--- config.mk ---
export PLATFORM = sky130hd
export DESIGN_NAME = move_ctrl
export DESIGN_NICKNAME = d
export VERILOG_FILES = /design/src/rtl/move_ctrl_pkg.sv /design/src/rtl/move_ctrl_rule_eval.sv /design/src/rtl/move_ctrl.sv
export SDC_FILE = /design/constraint.sdc
export NUM_CORES = 1
export LEC_CHECK = 0
export ABC_AREA = 1
export BUFFER_PORTS_ARGS = -buffer_cell sky130_fd_sc_hd__buf_2
export CAP_MARGIN = 20
export CORE_UTILIZATION = 59
export DETAILED_ROUTE_END_ITERATION = 7
export PLACE_DENSITY = 0.92
export SLEW_MARGIN = 10
export SYNTH_ARGS = -nofsm -noshare
export SYNTH_HDL_FRONTEND = slang
export SYNTH_SLANG_ARGS = --single-unit
--- constraint.sdc ---
create_clock -name clk -period 5 [get_ports clk]
set_clock_uncertainty 0.2 [all_clocks]
set_input_delay 0.5 -clock clk [delete_from_list [all_inputs] [get_ports clk]]
set_output_delay 0.5 -clock clk [all_outputs]
set_load 0.02 [all_outputs]
--- src/rtl/move_ctrl_pkg.sv ---
// move_ctrl_pkg: shared constants for the player move controller.
//   - Tile ids for the map RAM (ground, wall, key, door, slime families).
//   - Direction codes carried on move_dir.
//   - FSM state encoding, also exported on the debug port.
//   - Small helpers that classify a tile id into a tile family.
package move_ctrl_pkg;

  // Tile ids stored in map RAM.
  localparam logic [15:0] RS_ground_0 = 16'h0000;
  localparam logic [15:0] RS_wall_0   = 16'h0001;
  localparam logic [15:0] RS_wall_1   = 16'h0002;
  localparam logic [15:0] RS_key_0    = 16'h0010;
  localparam logic [15:0] RS_door_0   = 16'h0020;
  localparam logic [15:0] RS_slime_0  = 16'h0030;
  localparam logic [15:0] RS_slime_1  = 16'h0031;

  // Direction codes on move_dir.
  localparam logic [1:0] DIR_UP    = 2'd0;  // y-1
  localparam logic [1:0] DIR_DOWN  = 2'd1;  // y+1
  localparam logic [1:0] DIR_LEFT  = 2'd2;  // x-1
  localparam logic [1:0] DIR_RIGHT = 2'd3;  // x+1

  typedef enum logic [1:0] {
    S_IDLE   = 2'd0,
    S_READ   = 2'd1,
    S_EVAL   = 2'd2,
    S_COMMIT = 2'd3
  } move_state_e;

  function automatic logic is_wall(input logic [15:0] tile);
    return (tile == RS_wall_0) || (tile == RS_wall_1);
  endfunction

  function automatic logic is_key(input logic [15:0] tile);
    return tile == RS_key_0;
  endfunction

  function automatic logic is_door(input logic [15:0] tile);
    return tile == RS_door_0;
  endfunction

  function automatic logic is_slime(input logic [15:0] tile);
    return (tile == RS_slime_0) || (tile == RS_slime_1);
  endfunction

endpackage

--- src/rtl/move_ctrl_rule_eval.sv ---
// tile_rule_eval: purely combinational interaction rules for one move.
// Inputs : tile      - tile id read from the target cell
//          tgt_x/y   - target cell
//          cur_x/y   - current player position
//          keys      - current key count
//          health    - current health
// Outputs: next_x/y, next_keys, next_health - player state after the move
//          next_tile - tile id to leave in the target cell
//          changed   - target tile was consumed (needs a map write)
//          blocked   - player stays where it is
module tile_rule_eval
  import move_ctrl_pkg::*;
#(
  parameter int MONSTER_DMG = 3
) (
  input  logic [15:0] tile,
  input  logic [3:0]  tgt_x,
  input  logic [3:0]  tgt_y,
  input  logic [3:0]  cur_x,
  input  logic [3:0]  cur_y,
  input  logic [3:0]  keys,
  input  logic [7:0]  health,
  output logic [3:0]  next_x,
  output logic [3:0]  next_y,
  output logic [3:0]  next_keys,
  output logic [7:0]  next_health,
  output logic [15:0] next_tile,
  output logic        changed,
  output logic        blocked
);

  localparam logic [7:0] DMG = 8'(MONSTER_DMG);

  always_comb begin
    next_x      = tgt_x;
    next_y      = tgt_y;
    next_keys   = keys;
    next_health = health;
    next_tile   = tile;
    changed     = 1'b0;
    blocked     = 1'b0;

    if (is_wall(tile)) begin
      blocked = 1'b1;
    end else if (is_key(tile)) begin
      // A full key ring still picks the key up; the count just saturates.
      if (keys != 4'hF) next_keys = keys + 4'd1;
      next_tile = RS_ground_0;
      changed   = 1'b1;
    end else if (is_door(tile)) begin
      if (keys == 4'd0) begin
        blocked = 1'b1;
      end else begin
        next_keys = keys - 4'd1;
        next_tile = RS_ground_0;
        changed   = 1'b1;
      end
    end else if (is_slime(tile)) begin
      // Compare first so the subtraction can never underflow.
      if (health > DMG) begin
        next_health = health - DMG;
        next_tile   = RS_ground_0;
        changed     = 1'b1;
      end else begin
        blocked = 1'b1;
      end
    end

    if (blocked) begin
      next_x = cur_x;
      next_y = cur_y;
    end
  end

endmodule

--- src/rtl/move_ctrl.sv ---
// move_ctrl: executes one player move per request against the tile map.
// Handshake: a move is taken on a clock edge where move_valid && move_ready;
//   move_ready is high only in IDLE, and move_valid seen in any other state
//   is dropped (not queued).
// Ports: clk/rst_n (async active-low); move_valid/move_dir/move_ready request;
//   map_rd_en/map_rd_addr/map_rd_data registered-read port ({y,x} address,
//   data valid the cycle after the strobe); map_wr_en/map_wr_addr/map_wr_data
//   write-back of consumed tiles; player_x/player_y/key_num/health player
//   state; move_done/move_blocked one-cycle completion pulses; state_dbg FSM
//   state for observation.
module move_ctrl
  import move_ctrl_pkg::*;
#(
  parameter int INIT_X      = 1,
  parameter int INIT_Y      = 1,
  parameter int INIT_HEALTH = 100,
  parameter int MONSTER_DMG = 3
) (
  input  logic        clk,
  input  logic        rst_n,
  input  logic        move_valid,
  input  logic [1:0]  move_dir,
  output logic        move_ready,
  output logic        map_rd_en,
  output logic [7:0]  map_rd_addr,
  input  logic [15:0] map_rd_data,
  output logic        map_wr_en,
  output logic [7:0]  map_wr_addr,
  output logic [15:0] map_wr_data,
  output logic [3:0]  player_x,
  output logic [3:0]  player_y,
  output logic [3:0]  key_num,
  output logic [7:0]  health,
  output logic        move_done,
  output logic        move_blocked,
  output move_state_e state_dbg
);

  move_state_e state;
  logic [3:0]  tgt_x_q, tgt_y_q;

  // Target cell from the live position and direction; the edge check comes
  // before the add/sub so the 4-bit position never wraps.
  logic [3:0] tgt_x, tgt_y;
  logic       off_grid;

  always_comb begin
    tgt_x    = player_x;
    tgt_y    = player_y;
    off_grid = 1'b0;
    unique case (move_dir)
      DIR_UP:    if (player_y == 4'd0)  off_grid = 1'b1; else tgt_y = player_y - 4'd1;
      DIR_DOWN:  if (player_y == 4'd15) off_grid = 1'b1; else tgt_y = player_y + 4'd1;
      DIR_LEFT:  if (player_x == 4'd0)  off_grid = 1'b1; else tgt_x = player_x - 4'd1;
      default:   if (player_x == 4'd15) off_grid = 1'b1; else tgt_x = player_x + 4'd1;
    endcase
  end

  logic [3:0]  ev_x, ev_y, ev_keys;
  logic [7:0]  ev_health;
  logic [15:0] ev_tile;
  logic        ev_changed, ev_blocked;

  tile_rule_eval #(
    .MONSTER_DMG (MONSTER_DMG)
  ) u_rule (
    .tile        (map_rd_data),
    .tgt_x       (tgt_x_q),
    .tgt_y       (tgt_y_q),
    .cur_x       (player_x),
    .cur_y       (player_y),
    .keys        (key_num),
    .health      (health),
    .next_x      (ev_x),
    .next_y      (ev_y),
    .next_keys   (ev_keys),
    .next_health (ev_health),
    .next_tile   (ev_tile),
    .changed     (ev_changed),
    .blocked     (ev_blocked)
  );

  assign state_dbg = state;

  // The EVAL edge loads the rule result straight into the output registers,
  // so the new player state and write strobe are visible in the COMMIT cycle.
  always_ff @(posedge clk or negedge rst_n) begin
    if (!rst_n) begin
      state        <= S_IDLE;
      tgt_x_q      <= 4'd0;
      tgt_y_q      <= 4'd0;
      move_ready   <= 1'b1;
      map_rd_en    <= 1'b0;
      map_rd_addr  <= 8'd0;
      map_wr_en    <= 1'b0;
      map_wr_addr  <= 8'd0;
      map_wr_data  <= 16'd0;
      player_x     <= 4'(INIT_X);
      player_y     <= 4'(INIT_Y);
      key_num      <= 4'd0;
      health       <= 8'(INIT_HEALTH);
      move_done    <= 1'b0;
      move_blocked <= 1'b0;
    end else begin
      map_rd_en    <= 1'b0;
      map_wr_en    <= 1'b0;
      move_done    <= 1'b0;
      move_blocked <= 1'b0;
      unique case (state)
        S_IDLE: begin
          if (move_valid && move_ready) begin
            move_ready <= 1'b0;
            tgt_x_q    <= tgt_x;
            tgt_y_q    <= tgt_y;
            if (off_grid) begin
              // Nothing to read: finish immediately as a blocked move.
              state        <= S_COMMIT;
              move_done    <= 1'b1;
              move_blocked <= 1'b1;
            end else begin
              state       <= S_READ;
              map_rd_en   <= 1'b1;
              map_rd_addr <= {tgt_y, tgt_x};
            end
          end
        end
        S_READ: begin
          state <= S_EVAL;
        end
        S_EVAL: begin
          state        <= S_COMMIT;
          player_x     <= ev_x;
          player_y     <= ev_y;
          key_num      <= ev_keys;
          health       <= ev_health;
          move_done    <= 1'b1;
          move_blocked <= ev_blocked;
          if (ev_changed) begin
            map_wr_en   <= 1'b1;
            map_wr_addr <= {tgt_y_q, tgt_x_q};
            map_wr_data <= ev_tile;
          end
        end
        S_COMMIT: begin
          state      <= S_IDLE;
          move_ready <= 1'b1;
        end
        default: begin
          state      <= S_IDLE;
          move_ready <= 1'b1;
        end
      endcase
    end
  end

endmodule

# == Word-level counts from Yosys, hierarchy flattened ==
# Cells that the tools add are included.
# op_classes
n_reduce_logical,18
bitwise_logic,5
magnitude_cmp,1
n_eq_ne,17
mux,47
add_sub_neg,7
# ops
op,count
16-bit 2-to-1 mux,6
"16-bit by 6-bit equality test with 1-bit output, second input constant",3
4-bit 2-to-1 mux,8
1-bit 2-to-1 mux,24
"16-bit by 1-bit equality test with 1-bit output, second input constant",1
"16-bit by 2-bit equality test with 1-bit output, second input constant",1
"16-bit by 5-bit equality test with 1-bit output, second input constant",1
4-bit case mux with 2 select lines,2
"4-bit by 1-bit adder with 4-bit output, second input constant",3
4-bit logical NOT,3
"4-bit by 1-bit subtractor with 4-bit output, second input constant",3
"4-bit equality test, second input constant",2
"8-bit by 2-bit greater-than comparator with 1-bit output, second input constant",1
2-bit case mux with 4 select lines,1
2-bit AND reduction,4
"8-bit by 2-bit subtractor with 8-bit output, second input constant",1
"2-bit equality test, second input constant",3
1-bit case mux with 2 select lines,3
6-bit AND reduction,1
1-bit inverter,5
5-bit AND reduction,1
"2-bit by 1-bit equality test with 1-bit output, second input constant",2
2-bit logical NOT,2
2-bit 2-to-1 mux,2
9 further kinds,12
# word_totals
reg_bits,67
out_inout_bits,59

# == Logic depth before layout (Yosys ltp) ==
# logic_depth
ltp_word,8
depth_mapped,12
ltp_nobuf,12

# == Hierarchy ==
# From an unflattened synthesis, not the netlist that was laid out.
# unflattened
cells_unflattened,551
hier_area_um2,4008.8
# by_module_without_submodules
module,cells_each,seq_area_each_um2,area_each_um2,instances
move_ctrl,373,1684.1,3131.8,1
tile_rule_eval,178,0.0,877.1,1

# == Worst setup path before layout ==
# Ideal clock, no wire load.
# synth_path
path_type,in2reg
startpoint,in map_rd_data[11]
endpoint,reg key_num[3]
path_slack_ns,2.895
setup_time_ns,0.117
arrival_time_ns,1.788
path_buffers,0
path_stages,12
required_ns,4.683
path_cell_list,nor2_1 > nand2_1 > nor2_8 > nand2_2 > ha_1 > a21o_1 > a21oi_1 > inv_1 > nand2_1 > nand2_1 > nand3_1 > nand2_1
# synth_between
elab_chain_len,4
elab_cells_between_ends,11
# synth_rtl
item,line_no,rtl
start: declaration,move_ctrl.sv:26,"input logic [15:0] map_rd_data,"
branches (longest 4 deep; another with 16-bit by 5-bit equality test with 1-bit output),n/a,
end signal: assignment,move_ctrl.sv:134,key_num <= ev_keys;
end: declaration,move_ctrl.sv:32,"output logic [3:0] key_num,"
# Several ways; the timed one is not identified.
# A chain may end at the register's enable or synchronous reset.

# == Worst setup path in the final report ==
# layout_path
startpoint,reg state[0] (netlist: state_dbg[0])
endpoint,reg health[4]
# layout_between
elab_chain_len,2
# layout_rtl
item,line_no,rtl
start: declaration,move_ctrl.sv:39,move_state_e state;
start signal: assignment,move_ctrl.sv:89,state <= S_IDLE;
start signal: assignment,move_ctrl.sv:117,state <= S_COMMIT;
start signal: assignment,move_ctrl.sv:121,state <= S_READ;
2-bit equality test,move_ctrl.sv:109,unique case (state)
6-bit AND reduction (no line),n/a,
end signal: assignment,move_ctrl.sv:101,health <= 8'(INIT_HEALTH);
end signal: assignment,move_ctrl.sv:135,health <= ev_health;
end: declaration,move_ctrl.sv:33,"output logic [7:0] health,"
# No other way between the ends.

==> reports/qor.txt <==
highest-count cells in the layout ignoring fill and taps: nand2_1 (137), buf_2 (79), inv_1 (64)
post-CTS resize count: 0
initial antenna violation count: 0
Critical Path AT: 2490 ps
design internal power: 1098 uW
YS warnings: 0
Hold Path Class: input pin to asynchronous set/reset pin
Storage cell area: 1684 sq um
Max-Cap Viols: 0
sequential share of power: 41.7%
Root Driver: clkbuf_8
# clock sinks: 67
TritonCTS buffer count: 9
setup bufs post-CTS: 0
clock-pin slew on the worst setup and hold paths: 70 ps
pins over their slew limit: 0
post-synthesis compound-gate area fraction: 5.240%
residual DRC count: 0
Longest Clk Path Bufs: 2
multiplexer area fraction after synthesis: 0.8955%
Routed WL: 8203 microns
Synth Instances: 464
global-route wire length before repair: 13560 microns
core box area: 6061 sq um
minimum clock period after layout: 2470 ps
Seq/Total Area, Yosys: 44.64%
Seq cells post-synth: 67
run status: completed
die height: 81.96 microns
largest family of logic cells by synthesized area: simple AND/OR/NAND/NOR gates
CP Capture Type: flip-flop
cells on worst reg2reg path: 7
clock share of power: 23.3%
Reg-to-Reg End: health[4]$_DFFE_PN0P_
post-synthesis adder-cell area fraction: 4.511%
multi-input logic area: 1758 sq um
setup tns final: 0 ps
xor/xnor cell area share of the yosys netlist: 3.250%
Final setup viols: 0
max_slew headroom: 33.11%
Final ANT Viol Nets: 0
Ports: 80
overall power: 1805 uW
CP Launch Type: flip-flop
antenna cells: 0
grt total ovfl: 0
pwr/cell area: 412.5 nW/um^2
VDD IR max: 0.3254 mV
die width: 81.96 microns
Switching Share: 39.17%
gr usage total: 27.15%
crit path kind: flip-flop to flip-flop
# rows: 28
EDFF count, synth: 0
required time of the worst setup path: 5020 ps
drt pass-1 iters: 4
Yosys cell types: 40
Worst R2R Start: state_dbg[0]$_DFFE_PN0P_
final hold vios: 0
vias post-DR: 3289
Tightest Pin Transition: 1003 ps
CTS HTree Levels: 3
Post-Syn Area: 3772 sq um
clk_lat worst skew: 340 ps
Nets: 579
pin count of the biggest net entering global routing: 68
Area Overhead vs Synth: 16.02%
Peak Freq: 404.9 MHz
Final Cycle Share: 49.39%
drt first-iter violations: 321
most common cell after layout, fill and taps aside: nand2_1
dpl hpwl: 6097 microns
CP Max Fanout: 23
routed vias/inst: 5.262
share of cells above drive strength 1: 24.36%
RSZ-0062 raised after global routing: no
Routed wire per std cell: 13.12 microns
ys flop type: dfrtp_1
CTS tree: done
Syn Area/Cell: 8.130 sq um
IO buf count: 79
Fillers: 458
Starting Density: 62.24%
net count after synthesis: 498
net switching power: 707.2 uW
asr flop ratio synth: 100.0%
gpl congestion: 0.8604
leakage power: 0.002512 uW
simple-gate share of the synthesized area: 32.70%
Post-CTS Hold Buffers: 0
die area: 6717 sq um
vias in the first global route: 3065
Reg2Reg Setup Slack: 2530 ps
Gate power share: 35.0%
==> critical path, stage by stage (launching register included) <==
cell     delay, ps
dfrtp_1        390
inv_1          110
ha_1           830
inv_1          250
a21oi_2        240
nand2_1        150
nand2_1        120
nand2_1         70
==> cell type report <==
cell class                      instances  area share (%)
Tap cell                               75           2.144
Sequential cell                        67           38.48
Timing Repair Buffer                   80           9.205
Clock buffer                           13           3.173
Clock inverter                          3          0.9148
Inverter                               67           5.918
Multi-Input combinational cell        320           40.17
==> power groups by stage <==
stage                     logic [uW]  clock network (uW)  registers [uW]
final                            631                 421             753
after global routing             717                 447             766
after CTS                        637                 420             751
after detailed placement         633                   0             759
after global placement           604                   0             754
after floorplan                  387                   0             812
==> kinds of logic (layout without fill, tap and decap cells) <==
kind of cell	count (synthesis)	after routing
muxes	3	3
adders and majority gates	13	13
xor gates and xnor gates	14	14
buffers and inverters	77	163
AOI/OAI and AO/OA	33	33
DFF	67	67
and+or+nand+nor	257	257
==> Yosys cell counts, types with 7 or more instances <==
cell,n,area share [%]
nand2_1,137,14
inv_1,64,6.4
dfrtp_1,61,40
nand3_1,50,6.6
nor2_1,36,3.6
ha_1,12,4.0
nor2_4,12,3.6
o21ai_0,10,1.3
xnor2_1,8,1.9
a21oi_1,7,0.93
buf_2,7,0.93
==> worst max path at each step <==
| stage | start | endpoint | depth (start not counted) |
|---|---|---|---|
| after CTS | state_dbg[0]$_DFFE_PN0P_ | health[4]$_DFFE_PN0P_ | 7 |
| after floorplan | map_rd_data[11] | key_num[3]$_DFFE_PN0P_ | 12 |
| final | state_dbg[0]$_DFFE_PN0P_ | health[4]$_DFFE_PN0P_ | 7 |
| after global routing | state_dbg[0]$_DFFE_PN0P_ | map_rd_addr[1]$_DFFE_PN0P_ | 8 |
| after detailed placement | map_rd_data[9] | key_num[3]$_DFFE_PN0P_ | 13 |
| after global placement | map_rd_data[11] | key_num[3]$_DFFE_PN0P_ | 13 |
==> metrics by stage <==
stage                     std cells  hold WS [ps]  utilization (%)  setup WS, ps  instance area (sq um)
after floorplan                 464         4.409                -          2895                   3772
after global placement          609         251.8            69.26          2636                   4198
after detailed placement        609         257.5            69.26          2502                   4198
after CTS                       625         161.7            72.21          2501                   4377
after global routing            625         214.5            72.21          2224                   4377
final                           625         124.9            72.21          2530                   4377
==> per-layer routing <==
metal  up-vias  wire length (microns)  GRT usage [%]
met5         -                      0              0
met4         0                    154          9.123
met3        16                    480          7.556
met2        93                   4109          44.88
met1      1567                   3459          34.26
li1       1613                      -              -
==> state kept, by name, summed over array words and instances (netlist names) <==
signal        count
map_wr_en         1
move_blocked      1
tgt_x_q           4
map_wr_data      16
state_dbg         2
key_num           4
tgt_y_q           4
player_x          4
player_y          4
map_rd_addr       8
move_done         1
map_rd_en         1
move_ready        1
health            8
map_wr_addr       8
No activity file was read; power rests on OpenSTA's default activity.
